`config.mk`:
```
export PLATFORM = sky130hd
export DESIGN_NAME = rotator_pipe
export DESIGN_NICKNAME = d
export VERILOG_FILES = /design/src/rtl/rotator_pipe.sv
export SDC_FILE = /design/constraint.sdc
export NUM_CORES = 2
export LEC_CHECK = 0
export ABC_AREA = 1
export CORE_MARGIN = 8
export CORE_UTILIZATION = 50
export CTS_CLUSTER_DIAMETER = 50
export DETAILED_ROUTE_END_ITERATION = 8
export PLACE_DENSITY = 0.66
export SYNTH_ARGS = -nofsm -noshare
export SYNTH_HDL_FRONTEND = slang
export SYNTH_SLANG_ARGS = --single-unit
```
`constraint.sdc`:
```
create_clock -name clk -period 7.3 [get_ports clk]
set_clock_uncertainty 0.1 [all_clocks]
set_input_delay 1.095 -clock clk [delete_from_list [all_inputs] [get_ports clk]]
set_output_delay 1.095 -clock clk [all_outputs]
set_load 0.02 [all_outputs]
```
`src/rtl/rotator_pipe.sv`:
```
// rotator_pipe: pipelined complex twiddle rotator for the serial FFT datapath.
// Accepts interleaved (re, im) word pairs, multiplies each pair by W = cos - j*sin
// and emits the rotated (re', im') pair as an interleaved stream, PIPE+2 cycles
// after the re word. Results are rounded half up.
// Build option: define ROT_SAT_EN to clamp out-of-range results and raise ovf;
// when it is undefined, results wrap to DW bits and ovf stays 0.
module rotator_pipe #(
    parameter int unsigned DW   = 16,
    parameter int unsigned TW   = 8,
    parameter int unsigned PIPE = 2
) (
    input  logic          clk,
    input  logic          rst_n,
    input  logic          clr,
    input  logic          in_valid,
    input  logic [DW-1:0] in_data,
    input  logic [TW-1:0] tw_cos,
    input  logic [TW-1:0] tw_sin,
    output logic          out_valid,
    output logic [DW-1:0] out_data,
    output logic          out_im,
    output logic          err_proto,
    output logic          ovf
);

`ifdef ROT_SAT_EN
    localparam bit SatEn = 1'b1;
`else
    localparam bit SatEn = 1'b0;
`endif

    // product, sum and post-shift widths
    localparam int unsigned PW = DW + TW;
    localparam int unsigned SW = PW + 1;
    localparam int unsigned RW = DW + 2;

    // half an output LSB, added before the shift for round-half-up
    localparam logic signed [SW-1:0] RndC = SW'(64'd1 << (TW - 2));

    typedef enum logic {
        PH_RE = 1'b0,
        PH_IM = 1'b1
    } phase_t;

    // ------------------------------------------------------------------
    // Input framing
    // ------------------------------------------------------------------
    phase_t phase_q, phase_d;
    logic   cap_re;
    logic   pair_ok;
    logic   drop;

    logic signed [DW-1:0] re_q;
    logic signed [TW-1:0] cos_q;
    logic signed [TW-1:0] sin_q;
    logic signed [DW-1:0] im_w;

    assign im_w = in_data;

    // phase state register
    always_ff @(posedge clk or negedge rst_n) begin
        if (!rst_n) begin
            phase_q <= PH_RE;
        end else begin
            phase_q <= phase_d;
        end
    end

    // phase next-state: re word opens a pair, the very next cycle must close it
    always_comb begin
        phase_d = phase_q;
        cap_re  = 1'b0;
        pair_ok = 1'b0;
        drop    = 1'b0;
        if (clr) begin
            phase_d = PH_RE;
        end else begin
            case (phase_q)
                PH_RE: begin
                    if (in_valid) begin
                        cap_re  = 1'b1;
                        phase_d = PH_IM;
                    end
                end
                PH_IM: begin
                    phase_d = PH_RE;
                    if (in_valid) begin
                        pair_ok = 1'b1;
                    end else begin
                        drop = 1'b1;
                    end
                end
                default: phase_d = PH_RE;
            endcase
        end
    end

    // hold the re word and its twiddle until the im word arrives
    always_ff @(posedge clk or negedge rst_n) begin
        if (!rst_n) begin
            re_q  <= '0;
            cos_q <= '0;
            sin_q <= '0;
        end else if (cap_re) begin
            re_q  <= in_data;
            cos_q <= tw_cos;
            sin_q <= tw_sin;
        end
    end

    // ------------------------------------------------------------------
    // Multiplier pipeline
    // ------------------------------------------------------------------
    logic signed [PW-1:0] p_rc_w, p_is_w, p_ic_w, p_rs_w;

    assign p_rc_w = PW'(re_q) * PW'(cos_q);
    assign p_is_w = PW'(im_w) * PW'(sin_q);
    assign p_ic_w = PW'(im_w) * PW'(cos_q);
    assign p_rs_w = PW'(re_q) * PW'(sin_q);

    logic [PIPE-1:0]      pv_q;
    logic signed [PW-1:0] prc_q [PIPE];
    logic signed [PW-1:0] pis_q [PIPE];
    logic signed [PW-1:0] pic_q [PIPE];
    logic signed [PW-1:0] prs_q [PIPE];

    // products enter on the im cycle, then ripple down PIPE stages with their valid
    always_ff @(posedge clk or negedge rst_n) begin
        if (!rst_n) begin
            pv_q <= '0;
            for (int unsigned i = 0; i < PIPE; i++) begin
                prc_q[i] <= '0;
                pis_q[i] <= '0;
                pic_q[i] <= '0;
                prs_q[i] <= '0;
            end
        end else begin
            pv_q[0] <= pair_ok;
            if (pair_ok) begin
                prc_q[0] <= p_rc_w;
                pis_q[0] <= p_is_w;
                pic_q[0] <= p_ic_w;
                prs_q[0] <= p_rs_w;
            end
            for (int unsigned i = 1; i < PIPE; i++) begin
                pv_q[i]  <= clr ? 1'b0 : pv_q[i-1];
                prc_q[i] <= prc_q[i-1];
                pis_q[i] <= pis_q[i-1];
                pic_q[i] <= pic_q[i-1];
                prs_q[i] <= prs_q[i-1];
            end
        end
    end

    // ------------------------------------------------------------------
    // Sum, round and reduce
    // ------------------------------------------------------------------
    logic signed [SW-1:0] re_sum_w, im_sum_w;
    logic signed [RW-1:0] re_sh_w, im_sh_w;
    logic [DW:0]          re_red_w, im_red_w;

    assign re_sum_w = SW'(prc_q[PIPE-1]) + SW'(pis_q[PIPE-1]) + RndC;
    assign im_sum_w = SW'(pic_q[PIPE-1]) - SW'(prs_q[PIPE-1]) + RndC;
    assign re_sh_w  = RW'(re_sum_w >>> (TW - 1));
    assign im_sh_w  = RW'(im_sum_w >>> (TW - 1));

    // returns {clipped, word}: clamp when saturation is built in, otherwise wrap
    function automatic logic [DW:0] reduce_word(input logic signed [RW-1:0] v);
        logic       in_range;
        logic [DW:0] r;
        in_range = (v[RW-1] == v[DW]) && (v[DW] == v[DW-1]);
        r = {1'b0, v[DW-1:0]};
        if (SatEn && !in_range) begin
            r = v[RW-1] ? {1'b1, 1'b1, {(DW-1){1'b0}}}
                        : {1'b1, 1'b0, {(DW-1){1'b1}}};
        end
        return r;
    endfunction

    assign re_red_w = reduce_word(re_sh_w);
    assign im_red_w = reduce_word(im_sh_w);

    // ------------------------------------------------------------------
    // Output serialiser and sticky flags
    // ------------------------------------------------------------------
    logic          out_valid_q, out_valid_d;
    logic          out_im_q, out_im_d;
    logic [DW-1:0] out_data_q, out_data_d;
    logic [DW-1:0] im_hold_q, im_hold_d;
    logic          im_clip_q, im_clip_d;
    logic          pend_q, pend_d;
    logic          err_q, err_d;
    logic          ovf_q, ovf_d;

    // re' goes out first while im' waits one cycle in im_hold; pairs are never
    // closer than two cycles, so a pending im' cannot collide with a new re'
    always_comb begin
        out_valid_d = 1'b0;
        out_im_d    = 1'b0;
        out_data_d  = out_data_q;
        im_hold_d   = im_hold_q;
        im_clip_d   = im_clip_q;
        pend_d      = 1'b0;
        err_d       = err_q | drop;
        ovf_d       = ovf_q;
        if (clr) begin
            out_data_d = '0;
            im_hold_d  = '0;
            im_clip_d  = 1'b0;
            err_d      = 1'b0;
            ovf_d      = 1'b0;
        end else if (pv_q[PIPE-1]) begin
            out_valid_d = 1'b1;
            out_data_d  = re_red_w[DW-1:0];
            im_hold_d   = im_red_w[DW-1:0];
            im_clip_d   = im_red_w[DW];
            pend_d      = 1'b1;
            ovf_d       = ovf_q | re_red_w[DW];
        end else if (pend_q) begin
            out_valid_d = 1'b1;
            out_im_d    = 1'b1;
            out_data_d  = im_hold_q;
            ovf_d       = ovf_q | im_clip_q;
        end
    end

    // output and flag registers
    always_ff @(posedge clk or negedge rst_n) begin
        if (!rst_n) begin
            out_valid_q <= 1'b0;
            out_im_q    <= 1'b0;
            out_data_q  <= '0;
            im_hold_q   <= '0;
            im_clip_q   <= 1'b0;
            pend_q      <= 1'b0;
            err_q       <= 1'b0;
            ovf_q       <= 1'b0;
        end else begin
            out_valid_q <= out_valid_d;
            out_im_q    <= out_im_d;
            out_data_q  <= out_data_d;
            im_hold_q   <= im_hold_d;
            im_clip_q   <= im_clip_d;
            pend_q      <= pend_d;
            err_q       <= err_d;
            ovf_q       <= ovf_d;
        end
    end

    assign out_valid = out_valid_q;
    assign out_im    = out_im_q;
    assign out_data  = out_data_q;
    assign err_proto = err_q;
    assign ovf       = ovf_q;

endmodule
```
# ---- Word-level counts from Yosys, hierarchy flattened
# Index checks and enable logic that the tools add are counted.
dict set report totals {
  elab_cells 66
  ram_bits 0
  latchBits 0
  output_inout_bits 20
  n_memories 0
  inputBits 36
  reg_bits 257
  mem_bits_ro 0
}
dict set report op_classes {
  eq_ne 1
  div_mod_pow 0
  addsub 4
  order_cmp 0
  mul 4
  n_reduce_logical 4
  n_mux 29
  bitwise 3
  shifts 0
}
# op n
set ops {}
lappend ops {{16-bit by 8-bit multiplier with 23-bit output} 4}
lappend ops {{16-bit 2-to-1 mux} 5}
lappend ops {{23-bit by 8-bit adder with 23-bit output, second input constant} 2}
lappend ops {{23-bit adder} 1}
lappend ops {{1-bit 2-to-1 mux} 23}
lappend ops {{23-bit subtractor} 1}
lappend ops {{2-bit nonzero test} 2}
lappend ops {{3-bit nonzero test} 1}
lappend ops {{2-bit inequality test, second input constant} 1}
lappend ops {{1-bit OR} 2}
lappend ops {{1-bit case mux with 2 select lines} 1}
lappend ops {{2-bit AND reduction} 1}
lappend ops {{1-bit inverter} 1}

# ---- Logic depth before layout (Yosys ltp)
dict set report depth {
  ltp_word 5
  mapped_depth 25
  mapped_depth_nobuf 23
}

# ---- Least setup slack after synthesis
# OpenSTA, ideal clock, no wires.
dict set report synth_timing {
  path_type {input-to-reg}
  startpoint {in in_data[5]}
  endpoint {reg pic_q[42] (netlist bit)}
  path_stages 19
  setup_slack_ns 2.060
  path_buffers 2
  setup_ns 0.118
  t_arrival_ns 5.022
  t_required_ns 7.082
  cell_sequence {clkbuf_1 > clkbuf_1 > nand2_1 > fa_1 > fa_1 > inv_1 > fa_1 > inv_1 > fa_1 > inv_1 > ha_1 > a21oi_2 > nand2_2 > a21oi_2 > nand3b_1 > nand2_1 > or2_0 > nand3_1 > nand2_1}
}
dict set report synth_via {
  elab_chain_len 1
}
# item line
set synth_lines {}
lappend synth_lines {{start: declaration} 16} ;# input logic [DW-1:0] in_data,
lappend synth_lines {{16-bit by 8-bit multiplier with 23-bit output} 118} ;# assign p_ic_w = PW'(im_w) * PW'(cos_q);
lappend synth_lines {{end signal: indexed assignment} 149} ;# pic_q[i] <= pic_q[i-1];
lappend synth_lines {{end: declaration} 124} ;# logic signed [PW-1:0] pic_q [PIPE];
# No other way between the ends.
# A chain may end at the register's enable or synchronous reset.

# ---- Final worst setup path
dict set report layout_timing {
  startpoint {reg sin_q[7]}
  endpoint {reg prs_q[46] (netlist bit)}
}
dict set report layout_via {
  elab_chain_len 1
}
# item line
set layout_lines {}
lappend layout_lines {{start: declaration} 55} ;# logic signed [TW-1:0] sin_q;
lappend layout_lines {{start signal: assignment} 107} ;# sin_q <= tw_sin;
lappend layout_lines {{16-bit by 8-bit multiplier with 23-bit output} 119} ;# assign p_rs_w = PW'(re_q) * PW'(sin_q);
lappend layout_lines {{end signal: indexed assignment} 150} ;# prs_q[i] <= prs_q[i-1];
lappend layout_lines {{end: declaration} 125} ;# logic signed [PW-1:0] prs_q [PIPE];
# No other way between the ends.

==> tab_implementation.tex <==
\begin{tabular}{lr}
\hline
Metric & Value \\
\hline
\multicolumn{2}{l}{\textbf{Critical path}} \\
\quad Critical path launch point type & register \\
\quad Setup Crit Path Kind & register to register \\
\quad Required arrival time at the worst endpoint & about 7700 ps \\
\quad Reg2Reg Capture Point & prs\_q[46] \\
\quad Critical path data arrival time & approximately 6200 ps \\
\quad Number of cells on the worst reg-to-reg path & 15 \\
\quad Type of destination of the critical path & register \\
\quad Worst-path maximum fanout & 30 \\
\quad Worst reg2reg path startpoint & sin\_q[7] \\
\quad Reg-to-reg slack, setup & 1510 ps \\
\multicolumn{2}{l}{\textbf{Final layout}} \\
\quad Filler cell count & approximately 5700 \\
\quad Fraction of final layout cells sized beyond drive strength 1 & $\sim$3.7\% \\
\quad Final nets & 4657 \\
\quad Antenna cell count & 0 \\
\quad Final Util & 54.6\% \\
\quad Area Growth Syn to Fin & 7.83\% \\
\multicolumn{2}{l}{\textbf{Routing}} \\
\quad Total number of vias & 24100 \\
\quad Sum of routed wire length over all layers & 78700 um \\
\quad Average wire per standard cell & 16.5 um \\
\quad Pre-antenna DRT Iters & 5 \\
\quad Remaining number of nets flagged by the antenna check after routing & 0 \\
\quad Number of remaining DRC errors & 0 \\
\quad Number of design-rule violations left by the first detailed-router iteration & 1509 \\
\quad Vias per Instance & 5.04 \\
\multicolumn{2}{l}{\textbf{Pwr}} \\
\quad Internal power & 0.00720 W \\
\quad Net load switching power & 0.00883 W \\
\quad Maximum vdd drop & 0.284 mV \\
\quad Clock power frac & 11.7\% \\
\quad Switching part of the total & 55.1\% \\
\quad Seq pwr share & 14.8\% \\
\quad Pwr per Cell Area & 486 nW/um\^{}2 \\
\quad Leakage power & 19.7 nW \\
\quad Portion of total power attributed to combinational logic & 73.5\% \\
\multicolumn{2}{l}{\textbf{Yosys}} \\
\quad Cell types occupying the most area after synthesis & sky130\_fd\_sc\_hd\_\_fa\_1 (26\%), sky130\_fd\_sc\_hd\_\_dfrtp\_1 (21\%), sky130\_fd\_sc\_hd\_\_nand2\_1 (13\%) \\
\quad Count of flip-flops with a built-in enable after synthesis & 0 \\
\quad Most frequent cells after synthesis & sky130\_fd\_sc\_hd\_\_nand2\_1 (1070), sky130\_fd\_sc\_hd\_\_inv\_1 (1037), sky130\_fd\_sc\_hd\_\_fa\_1 (400) \\
\quad Synth Net Count & 4699 \\
\quad Number of warnings reported in the yosys synthesis log & 0 \\
\quad Fraction of the yosys area taken by sequential cells & 20.9\% \\
\quad Average cell area after synthesis & 7.63 um\^{}2 \\
\quad Top flip-flop cell by instance count after synthesis & sky130\_fd\_sc\_hd\_\_dfrtp\_1 \\
\quad Number of distinct library cells after synthesis & 47 \\
\quad Synthesized netlist cell count & 4009 \\
\quad Leading cell type by number of instances after synthesis & sky130\_fd\_sc\_hd\_\_nand2\_1 \\
\quad Area share of the largest cell type after synthesis & 26.2\% \\
\quad Number of storage elements in the synthesis netlist & 255 \\
\quad Library cell occupying the most area in the post-synthesis netlist & sky130\_fd\_sc\_hd\_\_fa\_1 \\
\quad Mapped cell area & 30600 um\^{}2 \\
\quad Proportion of synthesized flip-flops having asynchronous set or reset & 100\% \\
\multicolumn{2}{l}{\textbf{Die}} \\
\quad Initial core utilization & 50.6\% \\
\quad Height of the chip & 263 um \\
\quad Number of primary I/O pins & 56 \\
\quad Chip Width & 263 um \\
\quad Die footprint & a little under 70000 um\^{}2 \\
\quad Row cnt & 90 \\
\quad Core Region & 60500 um\^{}2 \\
\multicolumn{2}{l}{\textbf{Clock network}} \\
\quad Post-CTS sizing & 0 \\
\quad Clock root buffer & sky130\_fd\_sc\_hd\_\_clkbuf\_16 \\
\quad Hold-fix buffers at CTS & 0 \\
\quad Clock Latency Late Sink & 560 ps \\
\quad CTS sink cnt & around 260 \\
\quad Setup fix buffers added after clock tree synthesis & 0 \\
\quad Clock buffers created by TritonCTS & 37 \\
\quad Clock edge transition at the registers on the reported setup and hold paths & around 60 ps \\
\quad TritonCTS clock tree & yes \\
\quad CTS Buffer Depth & 3 \\
\quad CTS HTree Levels & 2 \\
\multicolumn{2}{l}{\textbf{Hold path}} \\
\quad Number of cells on the worst hold path & 0 \\
\quad Hold endpoint & prs\_q[10] \\
\quad Hold path startpoint & prs\_q[34] \\
\quad Min-Delay Path Class & register to register \\
\multicolumn{2}{l}{\textbf{Timing}} \\
\quad Final setup viols & 0 \\
\quad FMAX & 173 MHz \\
\quad Final setup TNS & 0 ps \\
\quad Final period utilization & approximately four fifths \\
\quad Max-Slew Margin vs Limit & 29.4\% \\
\quad Min cycle time layout & approximately 5800 ps \\
\quad Slew Limit Fails & 0 \\
\quad RSZ-0062 raised after global routing & no \\
\quad Number of endpoints with negative hold slack in the final report & 0 \\
\quad Worst hold slack & 257 ps \\
\quad Measured slew at the worst slew-check pin & 1060 ps \\
\multicolumn{2}{l}{\textbf{GRT}} \\
\quad Fraction of met2 tracks used by global routing & 36.8\% \\
\quad Global-route wire length before repair & 128000 um \\
\quad Number of antenna violations at the first check in global routing & 3 \\
\quad Via count of the first global-routing pass & 24000 \\
\quad GR met3 Demand/Resource & approximately 3.5\% \\
\quad Gr usage total & a little under a quarter \\
\quad Met1 Resource Use GR & 32.3\% \\
\quad GR Overflow Total & 0 \\
\quad Most congested layer reported by global routing & met2 \\
\quad Maximum number of pins on one net before global-route repair & 181 \\
\multicolumn{2}{l}{\textbf{Placed design}} \\
\quad Port bufs & 54 \\
\quad Routability Congestion & 0.957 \\
\quad Detailed Place HPWL & 61900 um \\
\multicolumn{2}{l}{\textbf{Job}} \\
\quad Count of maximum capacitance violations & 0 \\
\multicolumn{2}{l}{\textbf{Status}} \\
\quad Result of the run & complete, no violations \\
\hline
\end{tabular}
-- worst max-delay path, stage by stage, from the launching register on --
cell and delay, ps:
sky130_fd_sc_hd__dfrtp_1 750, sky130_fd_sc_hd__inv_2 520, sky130_fd_sc_hd__or2_2 440, sky130_fd_sc_hd__fa_1 500, sky130_fd_sc_hd__fa_1 510, sky130_fd_sc_hd__inv_1 50
sky130_fd_sc_hd__fa_1 520, sky130_fd_sc_hd__fa_1 420, sky130_fd_sc_hd__ha_1 430, sky130_fd_sc_hd__a21oi_1 450, sky130_fd_sc_hd__o21ai_0 180, sky130_fd_sc_hd__a21oi_1 170
sky130_fd_sc_hd__nand3_1 180, sky130_fd_sc_hd__nand3_1 130, sky130_fd_sc_hd__nand3_1 220, sky130_fd_sc_hd__nand2_1 130
-- cells by family after synthesis --
logic type / after synthesis / synth area share (%)
buffers and inverters: 1206 / 14.9
other: 1 / 0.0123
and+or+nand+nor: 1478 / 19.6
xor gates and xnor gates: 58 / 1.68
adders and majority gates: 654 / 36.6
DFF: 255 / 20.9
AOI/OAI and AO/OA: 357 / 6.36
-- how the worst max path moves through the flow --
stage | from | endpoint | slack, ps | cells after the start
4_1_cts | in_data[7] | pis_q[36] | 1620 | 16
3_5_place_dp | in_data[7] | pis_q[36] | 1040 | 16
5_1_grt | sin_q[7] | prs_q[46] | 1350 | 16
3_3_place_gp | in_data[2] | pis_q[36] | 1120 | 16
6_report | sin_q[7] | prs_q[46] | 1510 | 15
2_1_floorplan | in_data[5] | pic_q[42] | 2060 | 19
-- power by group through the flow --
stage,Combinational [W],Sequential [W],Clock (W)
after floorplan,0.00866,0.00205,0
after global placement,0.0115,0.00239,0
after detailed placement,0.0116,0.00240,0
after CTS,0.0117,0.00238,0.00192
after global routing,0.0134,0.00241,0.00198
final,0.0118,0.00237,0.00187
-- final cells by class --
class	instances	area (um^2)	area share (%)
repair buffers	75	716	2.17
inverters	1050	3940	11.9
well taps	782	978	2.97
clock buffers	49	1020	3.09
multi-input cells	2548	19700	59.6
clock inverters	18	275	0.834
flip-flops and latches	255	6390	19.4
-- placed cells by master (no fill, tap or decap), drive strengths merged, types with 6 or more instances in the layout --
master	count
nand2	1076
inv	1057
fa	400
dfrtp	255
ha	254
nor2	186
o21ai	169
a21oi	157
nand3	127
clkdlybuf4s50	53
clkbuf	49
xnor2	31
xor2	27
nand4	25
buf	22
or2	21
nand3b	17
nor3	16
a31oi	10
a21boi	8
clkinv	7
a21o	6
-- registers in the layout, summed over array words and instances (netlist names) --
| signal | flops |
|---|---|
| out_data | 16 |
| sin_q | 8 |
| cos_q | 8 |
| im_hold_q | 16 |
| pic_q | 46 |
| out_valid | 1 |
| out_im | 1 |
| pis_q | 46 |
| phase_q | 1 |
| prc_q | 46 |
| pv_q | 2 |
| prs_q | 46 |
| err_proto | 1 |
| pend_q | 1 |
| re_q | 16 |
-- stage by stage --
step	total power (W)	setup WS, ps	std cells	cell area (um^2)
6_report	0.0160	1510	4777	33000
5_1_grt	0.0178	1350	4777	33000
4_1_cts	0.0160	1620	4777	33000
3_5_place_dp	0.0140	1040	4710	31700
3_3_place_gp	0.0139	1120	4710	31700
2_1_floorplan	0.0107	2060	4009	30600
-- per-layer routing --
layer  part of all wire (%)  vias up
met5                  0.033        -
met4                    2.1        4
met3                    6.2      102
met2                     46      652
met1                     46    11600
li1                       -    11700
No activity file was read; power rests on OpenSTA's default activity.
